**src/rtl/vx_om_beat_agent.sv**
```systemverilog
// OM beat agent: splits one execute request into per-beat OM bus requests, then commits it.
// Optional bus-credit flow control is enabled with `define VX_OM_AGENT_CREDIT_EN.
module vx_om_beat_agent #(
    parameter int NUM_LANES   = 4,
    parameter int BEAT_LANES  = 2,
    parameter int DIM_BITS    = 11,
    parameter int DEPTH_BITS  = 24,
    parameter int UUID_WIDTH  = 44,
    parameter int NW_WIDTH    = 2,
    parameter int PC_BITS     = 30,
    parameter int MAX_CREDITS = 4,
    localparam int NBEATS     = NUM_LANES / BEAT_LANES,
    localparam int BEAT_BITS  = (NBEATS > 1) ? $clog2(NBEATS) : 1
) (
    input  logic                             clk,
    input  logic                             reset,

    input  logic                             exe_valid,
    output logic                             exe_ready,
    input  logic [UUID_WIDTH-1:0]            exe_uuid,
    input  logic [NW_WIDTH-1:0]              exe_wid,
    input  logic [PC_BITS-1:0]               exe_pc,
    input  logic [NUM_LANES-1:0]             exe_tmask,
    input  logic [NUM_LANES*32-1:0]          exe_rs1,
    input  logic [NUM_LANES*32-1:0]          exe_rs2,
    input  logic [NUM_LANES*32-1:0]          exe_rs3,

    output logic                             req_valid,
    input  logic                             req_ready,
    output logic [UUID_WIDTH-1:0]            req_uuid,
    output logic [BEAT_BITS-1:0]             req_beat,
    output logic [BEAT_LANES-1:0]            req_mask,
    output logic [BEAT_LANES*DIM_BITS-1:0]   req_pos_x,
    output logic [BEAT_LANES*DIM_BITS-1:0]   req_pos_y,
    output logic [BEAT_LANES*32-1:0]         req_color,
    output logic [BEAT_LANES*DEPTH_BITS-1:0] req_depth,
    output logic [BEAT_LANES-1:0]            req_face,
    input  logic                             req_credit,

    output logic                             cmt_valid,
    input  logic                             cmt_ready,
    output logic [UUID_WIDTH-1:0]            cmt_uuid,
    output logic [NW_WIDTH-1:0]              cmt_wid,
    output logic [NUM_LANES-1:0]             cmt_tmask,
    output logic [PC_BITS-1:0]               cmt_pc
);

    typedef enum logic [1:0] {
        ST_IDLE   = 2'd0,
        ST_SEND   = 2'd1,
        ST_COMMIT = 2'd2
    } state_e;

    // Lowest beat at or above 'start' whose mask slice is nonzero; MSB flags a hit.
    function automatic logic [BEAT_BITS:0] find_beat(input logic [NUM_LANES-1:0] mask,
                                                     input int start);
        logic [BEAT_BITS:0] res;
        res = '0;
        for (int b = NBEATS - 1; b >= 0; b--) begin
            if ((b >= start) && (mask[b*BEAT_LANES +: BEAT_LANES] != '0)) begin
                res = {1'b1, BEAT_BITS'(b)};
            end else begin
                res = res;
            end
        end
        return res;
    endfunction

    state_e                          state_r, state_n_s;
    logic                            exe_ready_r, send_r, cmt_valid_r;
    logic                            credit_ok_s;
    logic                            exe_fire_s, beat_fire_s, cmt_fire_s, load_s;

    logic [UUID_WIDTH-1:0]           uuid_r;
    logic [NW_WIDTH-1:0]             wid_r;
    logic [PC_BITS-1:0]              pc_r;
    logic [NUM_LANES-1:0]            tmask_r;
    logic [NUM_LANES-1:0]            face_r;
    logic [NUM_LANES*DIM_BITS-1:0]   pos_x_r, pos_y_r;
    logic [NUM_LANES*32-1:0]         color_r;
    logic [NUM_LANES*DEPTH_BITS-1:0] depth_r;

    logic [NUM_LANES-1:0]            in_face_s;
    logic [NUM_LANES*DIM_BITS-1:0]   in_pos_x_s, in_pos_y_s;
    logic [NUM_LANES*32-1:0]         in_color_s;
    logic [NUM_LANES*DEPTH_BITS-1:0] in_depth_s;

    logic [NUM_LANES-1:0]            src_mask_s, src_face_s;
    logic [NUM_LANES*DIM_BITS-1:0]   src_pos_x_s, src_pos_y_s;
    logic [NUM_LANES*32-1:0]         src_color_s;
    logic [NUM_LANES*DEPTH_BITS-1:0] src_depth_s;
    int                              src_start_s;
    logic [BEAT_BITS:0]              find_s;
    logic [BEAT_BITS-1:0]            sel_idx_s;
    int                              sel_base_s;

    logic [BEAT_BITS-1:0]             beat_r;
    logic [BEAT_LANES-1:0]            req_mask_r, req_face_r;
    logic [BEAT_LANES*DIM_BITS-1:0]   req_pos_x_r, req_pos_y_r;
    logic [BEAT_LANES*32-1:0]         req_color_r;
    logic [BEAT_LANES*DEPTH_BITS-1:0] req_depth_r;

    assign exe_fire_s  = exe_valid & exe_ready_r;
    assign beat_fire_s = req_valid & req_ready;
    assign cmt_fire_s  = cmt_valid_r & cmt_ready;

    // Unpack the per-lane OM fields from the raw operand words.
    always_comb begin
        in_face_s  = '0;
        in_pos_x_s = '0;
        in_pos_y_s = '0;
        in_color_s = '0;
        in_depth_s = '0;
        for (int l = 0; l < NUM_LANES; l++) begin
            in_face_s[l]                            = exe_rs1[l*32];
            in_pos_x_s[l*DIM_BITS +: DIM_BITS]      = exe_rs1[l*32+1 +: DIM_BITS];
            in_pos_y_s[l*DIM_BITS +: DIM_BITS]      = exe_rs1[l*32+16 +: DIM_BITS];
            in_color_s[l*32 +: 32]                  = exe_rs2[l*32 +: 32];
            in_depth_s[l*DEPTH_BITS +: DEPTH_BITS]  = exe_rs3[l*32 +: DEPTH_BITS];
        end
    end

    // In IDLE the first beat is picked straight from the incoming request; otherwise from the held copy.
    always_comb begin
        if (state_r == ST_IDLE) begin
            src_mask_s  = exe_tmask;
            src_face_s  = in_face_s;
            src_pos_x_s = in_pos_x_s;
            src_pos_y_s = in_pos_y_s;
            src_color_s = in_color_s;
            src_depth_s = in_depth_s;
            src_start_s = 0;
        end else begin
            src_mask_s  = tmask_r;
            src_face_s  = face_r;
            src_pos_x_s = pos_x_r;
            src_pos_y_s = pos_y_r;
            src_color_s = color_r;
            src_depth_s = depth_r;
            src_start_s = int'(beat_r) + 1;
        end
        find_s     = find_beat(src_mask_s, src_start_s);
        sel_idx_s  = find_s[BEAT_BITS-1:0];
        sel_base_s = int'(sel_idx_s) * BEAT_LANES;
    end

    // Next-state logic.
    always_comb begin
        state_n_s = state_r;
        load_s    = 1'b0;
        case (state_r)
            ST_IDLE: begin
                if (exe_fire_s) begin
                    if (find_s[BEAT_BITS]) begin
                        state_n_s = ST_SEND;
                        load_s    = 1'b1;
                    end else begin
                        state_n_s = ST_COMMIT;
                    end
                end else begin
                    state_n_s = ST_IDLE;
                end
            end
            ST_SEND: begin
                if (beat_fire_s) begin
                    if (find_s[BEAT_BITS]) begin
                        state_n_s = ST_SEND;
                        load_s    = 1'b1;
                    end else begin
                        state_n_s = ST_COMMIT;
                    end
                end else begin
                    state_n_s = ST_SEND;
                end
            end
            ST_COMMIT: begin
                if (cmt_fire_s) begin
                    state_n_s = ST_IDLE;
                end else begin
                    state_n_s = ST_COMMIT;
                end
            end
            default: begin
                state_n_s = ST_IDLE;
            end
        endcase
    end

    // State register and registered handshake flags.
    always_ff @(posedge clk) begin
        if (reset) begin
            state_r     <= ST_IDLE;
            exe_ready_r <= 1'b1;
            send_r      <= 1'b0;
            cmt_valid_r <= 1'b0;
        end else begin
            state_r     <= state_n_s;
            exe_ready_r <= (state_n_s == ST_IDLE);
            send_r      <= (state_n_s == ST_SEND);
            cmt_valid_r <= (state_n_s == ST_COMMIT);
        end
    end

    // Instruction holding registers and the current beat payload.
    always_ff @(posedge clk) begin
        if (reset) begin
            uuid_r      <= '0;
            wid_r       <= '0;
            pc_r        <= '0;
            tmask_r     <= '0;
            face_r      <= '0;
            pos_x_r     <= '0;
            pos_y_r     <= '0;
            color_r     <= '0;
            depth_r     <= '0;
            beat_r      <= '0;
            req_mask_r  <= '0;
            req_face_r  <= '0;
            req_pos_x_r <= '0;
            req_pos_y_r <= '0;
            req_color_r <= '0;
            req_depth_r <= '0;
        end else begin
            if (exe_fire_s) begin
                uuid_r  <= exe_uuid;
                wid_r   <= exe_wid;
                pc_r    <= exe_pc;
                tmask_r <= exe_tmask;
                face_r  <= in_face_s;
                pos_x_r <= in_pos_x_s;
                pos_y_r <= in_pos_y_s;
                color_r <= in_color_s;
                depth_r <= in_depth_s;
            end
            if (load_s) begin
                beat_r      <= sel_idx_s;
                req_mask_r  <= src_mask_s[sel_base_s +: BEAT_LANES];
                req_face_r  <= src_face_s[sel_base_s +: BEAT_LANES];
                req_pos_x_r <= src_pos_x_s[sel_base_s*DIM_BITS +: BEAT_LANES*DIM_BITS];
                req_pos_y_r <= src_pos_y_s[sel_base_s*DIM_BITS +: BEAT_LANES*DIM_BITS];
                req_color_r <= src_color_s[sel_base_s*32 +: BEAT_LANES*32];
                req_depth_r <= src_depth_s[sel_base_s*DEPTH_BITS +: BEAT_LANES*DEPTH_BITS];
            end
        end
    end

`ifdef VX_OM_AGENT_CREDIT_EN
    localparam int CRD_BITS = $clog2(MAX_CREDITS + 1);
    logic [CRD_BITS-1:0] credits_r;
    logic                unused_s;

    assign credit_ok_s = (credits_r != '0);
    assign unused_s    = ^{exe_rs1, exe_rs3};

    // Bus credit pool: a beat consumes one, a returned pulse restores one (saturating).
    always_ff @(posedge clk) begin
        if (reset) begin
            credits_r <= CRD_BITS'(MAX_CREDITS);
        end else if (beat_fire_s && !req_credit) begin
            credits_r <= credits_r - CRD_BITS'(1);
        end else if (!beat_fire_s && req_credit && (credits_r != CRD_BITS'(MAX_CREDITS))) begin
            credits_r <= credits_r + CRD_BITS'(1);
        end else begin
            credits_r <= credits_r;
        end
    end
`else
    logic unused_s;

    assign credit_ok_s = 1'b1;
    assign unused_s    = ^{exe_rs1, exe_rs3, req_credit};
`endif

    assign exe_ready = exe_ready_r;
    assign req_valid = send_r & credit_ok_s;
    assign req_uuid  = uuid_r;
    assign req_beat  = beat_r;
    assign req_mask  = req_mask_r;
    assign req_pos_x = req_pos_x_r;
    assign req_pos_y = req_pos_y_r;
    assign req_color = req_color_r;
    assign req_depth = req_depth_r;
    assign req_face  = req_face_r;
    assign cmt_valid = cmt_valid_r;
    assign cmt_uuid  = uuid_r;
    assign cmt_wid   = wid_r;
    assign cmt_tmask = tmask_r;
    assign cmt_pc    = pc_r;

endmodule

```
**config.mk**
```make
export PLATFORM = sky130hd
export DESIGN_NAME = vx_om_beat_agent
export DESIGN_NICKNAME = d
export VERILOG_FILES = /design/src/rtl/vx_om_beat_agent.sv
export SDC_FILE = /design/constraint.sdc
export NUM_CORES = 1
export LEC_CHECK = 0
export CELL_PAD_IN_SITES_DETAIL_PLACEMENT = 0
export CELL_PAD_IN_SITES_GLOBAL_PLACEMENT = 2
export CORE_UTILIZATION = 28
export DETAILED_ROUTE_END_ITERATION = 8
export PLACE_DENSITY = 0.9
export SLEW_MARGIN = 20
export SYNTH_ARGS = -nofsm -noshare
export SYNTH_HDL_FRONTEND = slang
export SYNTH_SLANG_ARGS = --single-unit
```
**constraint.sdc**
```tcl
create_clock -name clk -period 6.7 [get_ports clk]
set_clock_uncertainty 0.1 [all_clocks]
set_input_delay 2.01 -clock clk [delete_from_list [all_inputs] [get_ports clk]]
set_output_delay 2.01 -clock clk [all_outputs]
set_load 0.02 [all_outputs]
```
==> impl_metrics.csv <==
group,metric,value,unit
die,pin_count,758,
yosys,syn-cell-area,24300,sq um
global_route,grt_first_pass_wirelength,140000,um
layout,num-nets-final,4162,
yosys,yosys.area_share.simple,0.257,
yosys,ys_seq_elements,562,
power,power_frac_seq,0.333,
routing,routed_via_density,4.81,
critical_path,required,7.12,ns
die,dieArea,87900,sq um
cts,ctsLongestPathBuffers,3,
cts,cts_hold_buffers,0,
cts,tritoncts,"yes",
timing,maxSlewViolCount,0,
yosys,synth-xor-area-share,0,
die,start_util,0.284,
power,vdd_ir_drop_max,0.290,mV
placed_design,gp_congestion,0.801,
yosys,ys_warn_count,0,
run_status,outcome,"complete, no violations",
critical_path,cp-end-kind,"flip-flop",
layout,drive_gt1_frac,0.0390,
die,core,85500,sq um
routing,wirelength,95900,um
yosys,yosys.cell_count.top_type,"nand2_1",
yosys,async_reset_ff_frac,0,
timing,finalHoldViolations,0,
placed_design,dp_cells,4766,
critical_path,worst-path-max-fanout,66,
routing,first_pass_iters,5,
layout,fin_area,33900,sq um
power,p_int,8090,uW
layout,n_fill_cell,8985,
critical_path,path_class,"in2reg",
timing,tns,0,ns
min_path,hold_path.class,"reg2reg",
cts,ctsRootBufferMaster,"clkbuf_16",
power,combPwrFrac,0.380,
yosys,synth_compound_area_frac,0.154,
global_route,grt_overflow,0,
yosys,synth_top_area_share,0.464,
min_path,holdPathStages,2,
yosys,synth.avg_cell_area,7.55,sq um
yosys,ys_top_cells_by_area,"dfxtp_1, nand2_1, a21oi_1",
global_route,grt_pass1_vias,22495,
cts,numCtsBuffers,68,
yosys,syn_inst,3216,
yosys,syn_nets,3686,
placed_design,hpwl,60300,um
routing,drtIter0Drc,1189,
power,clkPwrFrac,0.286,
power,p_sw,4950,uW
timing,worst_slew_margin_rel,0.297,
timing,rsz0062_at_grt,"no",
timing,setup_viol,0,
power,p_leak,0.0121,uW
placed_design,io_buffer_count,688,
critical_path,ff2ff_path_depth,6,
cts,cts_resized,0,
yosys,synth_top_cell_by_area,"dfxtp_1",
power,switching_share,0.380,
routing,wl_per_cell,19.6,um
yosys,synthTopCellsByCount,"nand2_1, dfxtp_1, a21oi_1",
cts,h-tree-depth,3,
die,dieHeight,296,um
placed_design,dpl_cell_area,31600,sq um
global_route,track_usage,0.208,
layout,post_layout_nonfiller_instances,4902,
global_route,antenna_found_initial,32,
timing,worstMarginPinSlew,1.05,ns
flow_run,max-cap-violations,0,
global_route,grt_max_degree,193,
timing,fmax,234,MHz
yosys,ys_seq_area_frac,0.464,
cts,cts.sinks,562,
yosys,synth_fa_ha_area_frac,0,
cts,postCtsSetupRepairBufs,0,
routing,postRouteAntennaNets,0,
cts,clk_latency,0.60,ns
timing,period_minus_slack,4.27,ns
timing,fin_crit_sh,0.638,
yosys,synth_cell_types,33,
critical_path,critPathLaunchType,"input port",
power,pwr_density_cell,385,nW/um^2
critical_path,cp.arrival,4.69,ns
layout,utilization,0.396,
die,rows,107,
layout,area_growth,39.6,%
yosys,synth_ff_type,"dfxtp_1",
cts,path_clk_slew,0.06,ns
yosys,synth_top_family_by_area,"simple AND/OR/NAND/NOR gates",
routing,num_vias,23570,
yosys,synth_edf_count,0,
die,dieWidth,296,um
yosys,synth_mux_area_frac,0.0666,
power,power,13000,uW
routing,route.detailed.drc,0,
-- cell type report --
| cell class | count | area, sq um | area share |
|---|---|---|---|
| diodes | 15 | 37.5 | 0.00111 |
| clock buffers | 101 | 1960 | 0.0577 |
| clock inverters | 20 | 268 | 0.00790 |
| inverters | 1 | 3.75 | 0.000111 |
| multi-input cells | 2338 | 11600 | 0.343 |
| flip-flops and latches | 562 | 11300 | 0.332 |
| well taps | 1144 | 1430 | 0.0422 |
| repair buffers | 721 | 7300 | 0.216 |
-- routing by layer --
metal  wire length (um)  up-vias  track usage
met1              39300    11092        0.246
li1                   -    11663            -
met5                184        -            0
met4               2830       28       0.0859
met2              45700      653        0.346
met3               7820      134       0.0669
-- metrics by stage --
| step | hold slack (ns) | setup slack, ns |
|---|---|---|
| 2_1_floorplan | 0.337 | 3.03 |
| 6_report | 0.352 | 2.43 |
| 5_1_grt | 0.365 | 2.28 |
| 4_1_cts | 0.354 | 2.44 |
| 3_3_place_gp | 0.342 | 1.82 |
| 3_5_place_dp | 0.346 | 1.78 |
-- registers in the layout, indices dropped and copies added (netlist names), 30 cells and up --
signal / flops
req_color: 64
depth_r: 96
pos_y_r: 44
cmt_pc: 30
cmt_uuid: 44
req_depth: 48
pos_x_r: 44
color_r: 128
-- logic make-up (layout without fill, tap and decap cells) --
logic type      Yosys count  in the layout
simple gates           1599           1599
mux                     160            160
buf+inv                 316            843
compound gates          579            579
other cells               0             15
flops                   562            562
-- cell usage in the layout (no fill, tap or decap), drive strengths merged, types with 2 or more instances in the layout --
cell type / netlist / layout
nand2: 1111 / 1111
clkdlybuf4s50: 0 / 687
dfxtp: 562 / 562
a21oi: 402 / 402
nor2: 321 / 321
mux2i: 159 / 159
nand3: 158 / 158
a32o: 158 / 158
clkbuf: 222 / 101
buf: 93 / 34
diode: 0 / 15
clkinv: 0 / 9
o21ai: 7 / 7
bufinv: 0 / 5
inv: 1 / 5
nor3: 3 / 3
a21o: 2 / 2
a211o: 2 / 2
o211a: 2 / 2
clkinvlp: 0 / 2
-- power by group through the flow --
stage | Combinational (uW) | Clock, uW | Sequential, uW
3_3_place_gp | 4980 | 0 | 4400
6_report | 4960 | 3730 | 4350
2_1_floorplan | 2520 | 0 | 4810
5_1_grt | 5400 | 3980 | 4430
4_1_cts | 5010 | 3850 | 4350
3_5_place_dp | 4990 | 0 | 4420
-- path summary, 6_finish.rpt --
kind	start	to	slack, ns
worst min-delay path	color_r[30]	color_r[30]	0.35
worst min register to register	color_r[30]	color_r[30]	0.35
worst max register to register	state_r[1]	req_color[14]	3.51
worst max-delay path	exe_valid	cmt_pc[10]	2.43
-- worst max-delay path, stage by stage --
cell             delay [ns]
clkdlybuf4s50_1        0.53
and2_4                 0.53
buf_4                  0.58
buf_4                  0.67
nand2_1                0.15
a21oi_1                0.14
Note: power is estimated with default switching activity, not from simulation.
